==> config.mk <==
export PLATFORM = sky130hd
export DESIGN_NAME = switch_debouncer
export DESIGN_NICKNAME = d
export VERILOG_FILES = /design/src/rtl/ui_pkg.sv /design/src/rtl/debounce_bit.sv /design/src/rtl/switch_debouncer.sv
export SDC_FILE = /design/constraint.sdc
export NUM_CORES = 1
export LEC_CHECK = 0
export CAP_MARGIN = 10
export CORE_AREA = 2 2 133 135
export DETAILED_ROUTE_END_ITERATION = 10
export DIE_AREA = 0 0 135 137
export PLACE_DENSITY_LB_ADDON = 0.2
export SETUP_SLACK_MARGIN = 0.2
export SLEW_MARGIN = 10
export SYNTH_ARGS = -nofsm -noshare
export SYNTH_HDL_FRONTEND = slang
export SYNTH_SLANG_ARGS = --single-unit
==> constraint.sdc <==
create_clock -name sysclk -period 9.2 [get_ports sysclk]
set_clock_uncertainty 0.2 [all_clocks]
set_input_delay 2.76 -clock sysclk [delete_from_list [all_inputs] [get_ports sysclk]]
set_output_delay 2.76 -clock sysclk [all_outputs]
set_load 0.02 [all_outputs]
==> src/rtl/ui_pkg.sv <==
// Shared UI definitions: debounce timing default, per-channel FSM states and
// the LED view-select encodings driven by the debounced switches.
package ui_pkg;

  localparam int DEBOUNCE_CYCLES_DEFAULT = 1_000_000;

  typedef enum logic {
    DB_IDLE  = 1'b0,
    DB_COUNT = 1'b1
  } db_state_t;

  localparam logic [3:0] VIEW_STATUS         = 4'h0;
  localparam logic [3:0] VIEW_PC_CALIB       = 4'h1;
  localparam logic [3:0] VIEW_BD_ADDR_LO     = 4'h2;
  localparam logic [3:0] VIEW_BD_CMD_ADDR_HI = 4'h3;
  localparam logic [3:0] VIEW_BDST           = 4'h4;
  localparam logic [3:0] VIEW_LC_LO          = 4'h5;
  localparam logic [3:0] VIEW_LC_HI          = 4'h6;
  localparam logic [3:0] VIEW_PC_BOOT        = 4'h7;

endpackage

==> src/rtl/debounce_bit.sv <==
// One switch channel: 2-flop synchronizer, hold counter, IDLE/COUNT FSM and
// registered level / edge-pulse outputs.
module debounce_bit
  import ui_pkg::*;
#(
  parameter int DEBOUNCE_CYCLES = 8
) (
  input  logic sysclk,
  input  logic reset_n,
  input  logic sw_in,
  output logic level,
  output logic rise,
  output logic fall
);

  localparam int CW = $clog2(DEBOUNCE_CYCLES + 1);
  localparam logic [CW-1:0] LIMIT = CW'(DEBOUNCE_CYCLES);
  localparam logic [CW-1:0] ONE   = CW'(1);

  logic          sync1, sync2;
  db_state_t     state, state_next;
  logic [CW-1:0] cnt, cnt_next, cnt_inc;
  logic          level_next, rise_next, fall_next;
  logic          accept;

  always_ff @(posedge sysclk or negedge reset_n) begin
    if (!reset_n) begin
      sync1 <= 1'b0;
      sync2 <= 1'b0;
      state <= DB_IDLE;
      cnt   <= '0;
      level <= 1'b0;
      rise  <= 1'b0;
      fall  <= 1'b0;
    end else begin
      sync1 <= sw_in;
      sync2 <= sync1;
      state <= state_next;
      cnt   <= cnt_next;
      level <= level_next;
      rise  <= rise_next;
      fall  <= fall_next;
    end
  end

  // The count this edge would produce; reaching LIMIT accepts the new level
  // on the same edge, so a limit of 1 flips straight out of IDLE.
  assign cnt_inc = (state == DB_IDLE) ? ONE : cnt + ONE;
  assign accept  = (cnt_inc == LIMIT);

  always_comb begin
    state_next = state;
    cnt_next   = cnt;
    level_next = level;
    rise_next  = 1'b0;
    fall_next  = 1'b0;
    case (state)
      DB_IDLE: begin
        if (sync2 != level) begin
          if (accept) begin
            level_next = sync2;
            rise_next  = sync2;
            fall_next  = ~sync2;
            cnt_next   = '0;
          end else begin
            state_next = DB_COUNT;
            cnt_next   = ONE;
          end
        end
      end
      DB_COUNT: begin
        if (sync2 == level) begin
          state_next = DB_IDLE;
          cnt_next   = '0;
        end else if (accept) begin
          level_next = sync2;
          rise_next  = sync2;
          fall_next  = ~sync2;
          state_next = DB_IDLE;
          cnt_next   = '0;
        end else begin
          cnt_next = cnt_inc;
        end
      end
      default: begin
        state_next = DB_IDLE;
        cnt_next   = '0;
      end
    endcase
  end

endmodule

==> src/rtl/switch_debouncer.sv <==
// Debounces the board slide switches into the registered view-select bus,
// with per-bit rise/fall pulses and a combined change pulse.
module switch_debouncer
  import ui_pkg::*;
#(
  parameter int WIDTH           = 4,
  parameter int DEBOUNCE_CYCLES = DEBOUNCE_CYCLES_DEFAULT
) (
  input  logic             sysclk,
  input  logic             reset_n,
  input  logic [WIDTH-1:0] sw_in,
  output logic [WIDTH-1:0] switches,
  output logic [WIDTH-1:0] sw_rise,
  output logic [WIDTH-1:0] sw_fall,
  output logic             sw_changed
);

  for (genvar i = 0; i < WIDTH; i++) begin : g_bit
    debounce_bit #(
      .DEBOUNCE_CYCLES(DEBOUNCE_CYCLES)
    ) u_bit (
      .sysclk (sysclk),
      .reset_n(reset_n),
      .sw_in  (sw_in[i]),
      .level  (switches[i]),
      .rise   (sw_rise[i]),
      .fall   (sw_fall[i])
    );
  end

  // Pulses are already registered per bit, so the OR stays a clean one-cycle pulse.
  assign sw_changed = |(sw_rise | sw_fall);

endmodule

==> summary.txt, run 1 <==
Synthesis
  • Top-count cell post-synth: dfrtp_1
  • Post-synthesis async set-or-reset flop share: 100%
  • Mapped Avg Cell Area: 8.74 um^2
  • Ys flop type: dfrtp_1
  • Number of synthesized flops with an enable pin: 0
  • Leading area contributor after synthesis: dfrtp_1
  • Sequential element share of the synthesized area: 38.8%
  • Share of the synthesized area in the top cell type: 38.8%
  • Mapped cell area: 6710 um^2
  • Syn Inst Count: 767
  • Top cells by area, synth: dfrtp_1 39%, nand3_1 5.1%, xnor2_1 4.8%
  • Commonest cells post-synth: 104 x dfrtp_1, 86 x nand2_1, 68 x nand3_1, 43 x nor2_1, 37 x xnor2_1
  • Yosys warns: 0
  • Seq cells post-synth: 104
  • Synth unique cells: 70
  • Syn_nets: 781

Layout
  • Diode count: 0
  • Number of nets in the layout: 752
  • Share of cells above drive strength 1: 7.13%
  • Fillcell total: 1692
  • Storage cell area: 2600 um^2
  • Design Area, Final: 7240 um^2
  • Non-Filler Instances: 968
  • Multi-input logic area: 3700 um^2
  • Layout area overhead: 7.91%

Drt
  • # DRC: 0
  • Post-route ant nets: 0
  • Vias per cell: 5.96
  • Total routed wirelength: 16400 um
  • 1st-iter DRT viols: 534
  • Drt wl/cell: 17.0 um
  • DR pass1 iterations: 8
  • Vias: 5773

Place
  • Gpl congestion: 0.896
  • Cell Area, Placed: 6890 um^2
  • Placed wire-length estimate: 11300 um
  • Port Buffer Count: 18
  • Placed cells: 952

Critical path
  • Critical Path End Type: output port
  • Setup crit start kind: flip-flop
  • Worst Path Required: 6.24 ns
  • CP Max Fanout: 2
  • WP data arrival: 1.64 ns
  • Crit path kind: flip-flop to output port
  • Crit path cell chain: nor4_1 > nand2_1 > clkdlybuf4s50_1
  • Max stage delay on crit path: 0.54 ns
  • Slowest CP cell: clkdlybuf4s50_1
  • R2R depth: 7

Clocking
  • Reg clk slew, reported paths: 0.07 ns
  • Post-CTS Hold Fix Bufs: 0
  • CTS Sinks: 104
  • H-tree depth: 3
  • Postcts setup bufs: 0
  • Clock latency on the worst-skew pair: 0.36 ns
  • Quantity of gates resized following cts: 0
  • CTS Buffer Depth: 2
  • Inserted Clock Buffers: 9
  • CTS tree: built
  • Root buffer cell: clkbuf_16

GRT
  • Total Routing Usage GR: 18.4%
  • First-pass GRT wire length: 27300 um
  • Largest net degree at the start of global routing: 56
  • Vias in the first global route: 5355
  • GRT Residual Overflow: 0
  • Antenna violations before repair: 0

Die
  • Die width: 135 um
  • Core Region: 17100 um^2
  • IO Pins: 19
  • Die H: 137 um
  • Initial Util: 39.3%
  • Die Area: 18500 um^2
  • Std cell rows: 48

Timing
  • Fin crit period: 4.60 ns
  • Unrepaired setup endpoints after global routing: false
  • # setup viols final: 0
  • Max Freq: 0.217 GHz
  • Final Hold Viols: 0
  • Worst-Margin Slew: 1.23 ns
  • Max transition margin: 17.6%
  • Setup TNS: 0 ns
  • Fin crit share: 50.0%
  • Max Transition Viols Final: 0

Power
  • Peak VDD IR: 0.0945 mV
  • LEAKAGE: 0.00268 uW
  • Cell Pwr Density: 138 nW/um^2
  • Tot Pwr: 996 uW

Worst hold path
  • HP Class: flip-flop to flip-flop
  • Hold Path Cell Cnt: 0

Run
  • Max cap viols: 0

Run status
  • Status: complete, no violations
kinds of logic after synthesis:
group / count (synthesis) / synth area share (%)
multiplexers: 12 / 1.90
XOR/XNOR: 55 / 7.18
flip-flops: 104 / 38.8
AND/OR/NAND/NOR: 358 / 29.4
buffers and inverters: 82 / 5.95
adder cells (fa/ha/maj): 8 / 1.49
AO/OA/AOI/OAI: 148 / 15.2
per-stage QoR:
| step | util [%] | hold slack [ns] | worst slack [ns] |
|---|---|---|---|
| global route | 42.4 | 0.154 | 4.47 |
| floorplan | - | 0.131 | 5.46 |
| finish | 42.4 | 0.150 | 4.60 |
| CTS | 42.4 | 0.151 | 4.58 |
| detailed placement | 40.4 | 0.136 | 4.91 |
| global placement | 40.4 | 0.135 | 4.95 |
flip-flops by register name, summed over array words and instances (netlist names):
name	cells
g_bit.u_bit.fall	4
g_bit.u_bit.sync2	4
g_bit.u_bit.rise	4
g_bit.u_bit.cnt	80
g_bit.u_bit.state	4
g_bit.u_bit.level	4
g_bit.u_bit.sync1	4
cell usage in the layout (no fill, tap or decap), types with 9 or more instances in the layout:
master / n
and4_1: 9
nand3_1: 68
nand4_1: 35
a32o_1: 16
dfrtp_1: 104
inv_1: 14
nor4_1: 21
o21ai_0: 34
nand2_1: 86
clkbuf_16: 9
clkdlybuf4s50_1: 17
nor2_1: 43
xnor2_1: 37
nor3b_1: 10
a31oi_1: 11
nor3_1: 15
and3_1: 14
buf_4: 10
xor2_1: 18
a21oi_1: 17
o22ai_1: 18
where the power goes:
part | internal (uW) | switching [uW] | leakage [uW]
clock | 268 | 180 | 0.000163
sequential | 465 | 17.4 | 0.00141
combinational | 21.0 | 43.7 | 0.00111
total | 754 | 242 | 0.00268
routing by layer:
metal	GRT usage (%)	share of wire, %
met5	0	0
met3	2.85	3.3
met2	29.5	46
met4	6.19	1.4
met1	25.6	49
layout make-up:
| type | instances | share of cell area [%] |
|---|---|---|
| Inverter | 15 | 0.813 |
| Multi-Input combinational cell | 581 | 51.2 |
| Sequential cell | 104 | 36.0 |
| Clock inverter | 6 | 1.59 |
| Tap cell | 225 | 3.89 |
| Clock buffer | 10 | 3.16 |
| Timing Repair Buffer | 27 | 3.39 |
final timing paths:
kind | start | slack (ns) | end
max in group asynchronous | reset_n | 5.42 | g_bit[1].u_bit.cnt[9]$_DFFE_PN0N_
min in group asynchronous | reset_n | 2.21 | g_bit[0].u_bit.cnt[4]$_DFFE_PN0N_
max | g_bit[0].u_bit.fall$_DFF_PN0_ | 4.60 | sw_changed
max reg2reg | g_bit[3].u_bit.cnt[4]$_DFFE_PN0N_ | 5.50 | g_bit[3].u_bit.cnt[2]$_DFFE_PN0N_
min | g_bit[3].u_bit.sync1$_DFF_PN0_ | 0.15 | g_bit[3].u_bit.sync2$_DFF_PN0_
min reg2reg | g_bit[3].u_bit.sync1$_DFF_PN0_ | 0.15 | g_bit[3].u_bit.sync2$_DFF_PN0_
worst max-delay path, delay by kind of cell, from the launching register on:
family,cells,cell delay [ns]
simple gates,2,0.37
flops,1,0.38
buf+inv,1,0.54
(Power assumes the default switching activity.)
==> run 2: changes to the inputs <==
clock period = 3.7 ns   (was 9.2 ns; I/O delays follow)
==> summary.txt, run 2 (synthesis gave the netlist of run 1 again) <==
Die
  • Die H: 137 um (unchanged)
  • Die width: 135 um (unchanged)
  • Core Region: 17100 um^2 (unchanged)
  • Std cell rows: 48 (unchanged)
  • IO Pins: 19 (unchanged)
  • Initial Util: 39.3% (unchanged)
  • Die Area: 18500 um^2 (unchanged)

Place
  • Port Buffer Count: 18 (unchanged)
  • Placed cells: 956 (+0.42%)
  • Placed wire-length estimate: 11200 um (-0.91%)
  • Place WS: 0.473 ns (-4.44 ns)
  • Gpl congestion: 0.879 (-1.9%)

Timing
  • Unrepaired setup endpoints after global routing: false
  • Fin crit share: 88.1%
  • Fin crit period: 3.26 ns
  • Setup ws final: 0.441 ns (-4.16 ns)
  • Max Transition Viols Final: 0 (unchanged)
  • Worst-Margin Slew: 1.16 ns (-0.0765 ns)
  • Max Freq: 0.307 GHz
  • # setup viols final: 0 (unchanged)
  • Max transition margin: 22.7% (+5.1 points)
  • Final Hold Viols: 0 (unchanged)
  • Setup TNS: 0 ns (unchanged)
  • Hold_ws: 0.150 ns (-0.000768 ns)

GRT
  • Antenna violations before repair: 0 (unchanged)
  • Largest net degree at the start of global routing: 76 (+36%)
  • First-pass GRT wire length: 27000 um (-1.0%)
  • Total Routing Usage GR: 18.2% (-0.27 points)
  • Vias in the first global route: 5363 (+0.15%)
  • GRT Residual Overflow: 0 (unchanged)

Clocking
  • CTS tree: built
  • Clock latency on the worst-skew pair: 0.35 ns (about the same)
  • Reg clk slew, reported paths: 0.07 ns (about the same)
  • Inserted Clock Buffers: 9 (unchanged)
  • CTS Buffer Depth: 2 (unchanged)
  • Post-CTS Hold Fix Bufs: 0 (unchanged)
  • H-tree depth: 3 (unchanged)
  • Postcts setup bufs: 0 (unchanged)
  • Quantity of gates resized following cts: 0 (unchanged)
  • Root buffer cell: clkbuf_16
  • CTS Sinks: 104 (unchanged)

Drt
  • Vias per cell: 5.98 (+0.31%)
  • 1st-iter DRT viols: 515 (-3.6%)
  • Vias: 5815 (+0.73%)
  • # DRC: 0 (unchanged)
  • Drt wl/cell: 16.6 um (-2.3%)
  • Total routed wirelength: 16100 um (-1.9%)
  • DR pass1 iterations: 5 (-3)
  • Post-route ant nets: 0 (unchanged)

Layout
  • Share of cells above drive strength 1: 7.76% (+0.63 points)
  • Number of nets in the layout: 756 (+0.53%)
  • Final Util: 42.4% (about the same)
  • Commonest non-fill, non-tap cell in the layout: dfrtp_1
  • Diode count: 0 (unchanged)
  • Top reg by flops: g_bit.u_bit.cnt
  • Layout area overhead: 7.95% (about the same)
  • Non-Filler Instances: 972 (+0.41%)
  • Max reg flops: 80 (unchanged)
  • Most frequent cells in the layout: 104 x dfrtp_1, 86 x nand2_1, 68 x nand3_1

Critical path
  • Slowest CP cell: or4_1
  • CP Max Fanout: 13 (+11)
  • Critical Path End Type: flip-flop
  • WP data arrival: 3.28 ns (+1.64 ns)
  • Max stage delay on crit path: 0.68 ns (+0.14 ns)
  • Crit path cell chain: ha_1 > nand4_1 > nor4_1 > mux2i_1 > o211ai_1 > or4_1 > nand2_4 > inv_4 > a41oi_1 > o31ai_1
  • Crit path kind: flip-flop to flip-flop
  • Worst Path Required: 3.73 ns (-2.51 ns)
  • Setup crit start kind: flip-flop

Power
  • Cell Pwr Density: 325 nW/um^2 (+140%)
  • Peak VDD IR: 0.220 mV (+130%)
  • LEAKAGE: 0.00269 uW (+0.38%)

Worst hold path
  • HP Class: flip-flop to flip-flop

Run
  • Max cap viols: 0 (unchanged)

Run status
  • Status: complete, no violations
## run 2: power by group
| part | internal [uW] | leakage (uW) | switching, uW | total (uW) |
|---|---|---|---|---|
| clock network | 532 | 0.000150 | 455 | 987 |
| registers | 1160 | 0.00141 | 44.0 | 1200 |
| logic | 55.7 | 0.00113 | 108 | 163 |
## run 2: final timing paths
path,end,startpoint,cells past startpoint,slack [ns]
worst max-delay path,g_bit[1].u_bit.cnt[9]$_DFFE_PN0N_,g_bit[1].u_bit.cnt[0]$_DFFE_PN0N_,10,0.44
worst min-delay path,g_bit[2].u_bit.sync2$_DFF_PN0_,g_bit[2].u_bit.sync1$_DFF_PN0_,0,0.15
worst max register to register,g_bit[1].u_bit.cnt[9]$_DFFE_PN0N_,g_bit[1].u_bit.cnt[0]$_DFFE_PN0N_,10,0.44
worst min register to register,g_bit[2].u_bit.sync2$_DFF_PN0_,g_bit[2].u_bit.sync1$_DFF_PN0_,0,0.15
max in group asynchronous,g_bit[1].u_bit.state$_DFF_PN0_,reset_n,2,2.08
min in group asynchronous,g_bit[0].u_bit.cnt[4]$_DFFE_PN0N_,reset_n,1,0.48
## run 2: final cells by class
type / count / area (um^2)
timing repair buffer: 31 / 288
clock buffer: 9 / 225
multi-input combinational: 581 / 3700
fill: 1685 / 9820
sequential: 104 / 2600
tap: 225 / 282
inverter: 15 / 58.8
clock inverter: 7 / 78.8
## run 2: stage by stage
step | total power [uW] | instance area (um^2)
2_1_floorplan | 1320 | 6710
3_3_place_gp | 1380 | 6940
3_5_place_dp | 1390 | 6940
4_1_cts | 2400 | 7240
5_1_grt | 2470 | 7240
6_report | 2350 | 7240
## run 2: per-layer routing
metal  track usage (%)  wire, um
met5                 0         0
met4              7.87       410
met3              3.15       760
met2              28.5      7450
met1              24.8      7500
## run 2: critical path, delay by kind of cell, from the launching register on
family / cells / cell delay [ns]
adders and majority gates: 1 / 0.38
and+or+nand+nor: 4 / 1.27
AOI/OAI and AO/OA: 3 / 0.40
buffers and inverters: 1 / 0.08
muxes: 1 / 0.28
DFF: 1 / 0.52
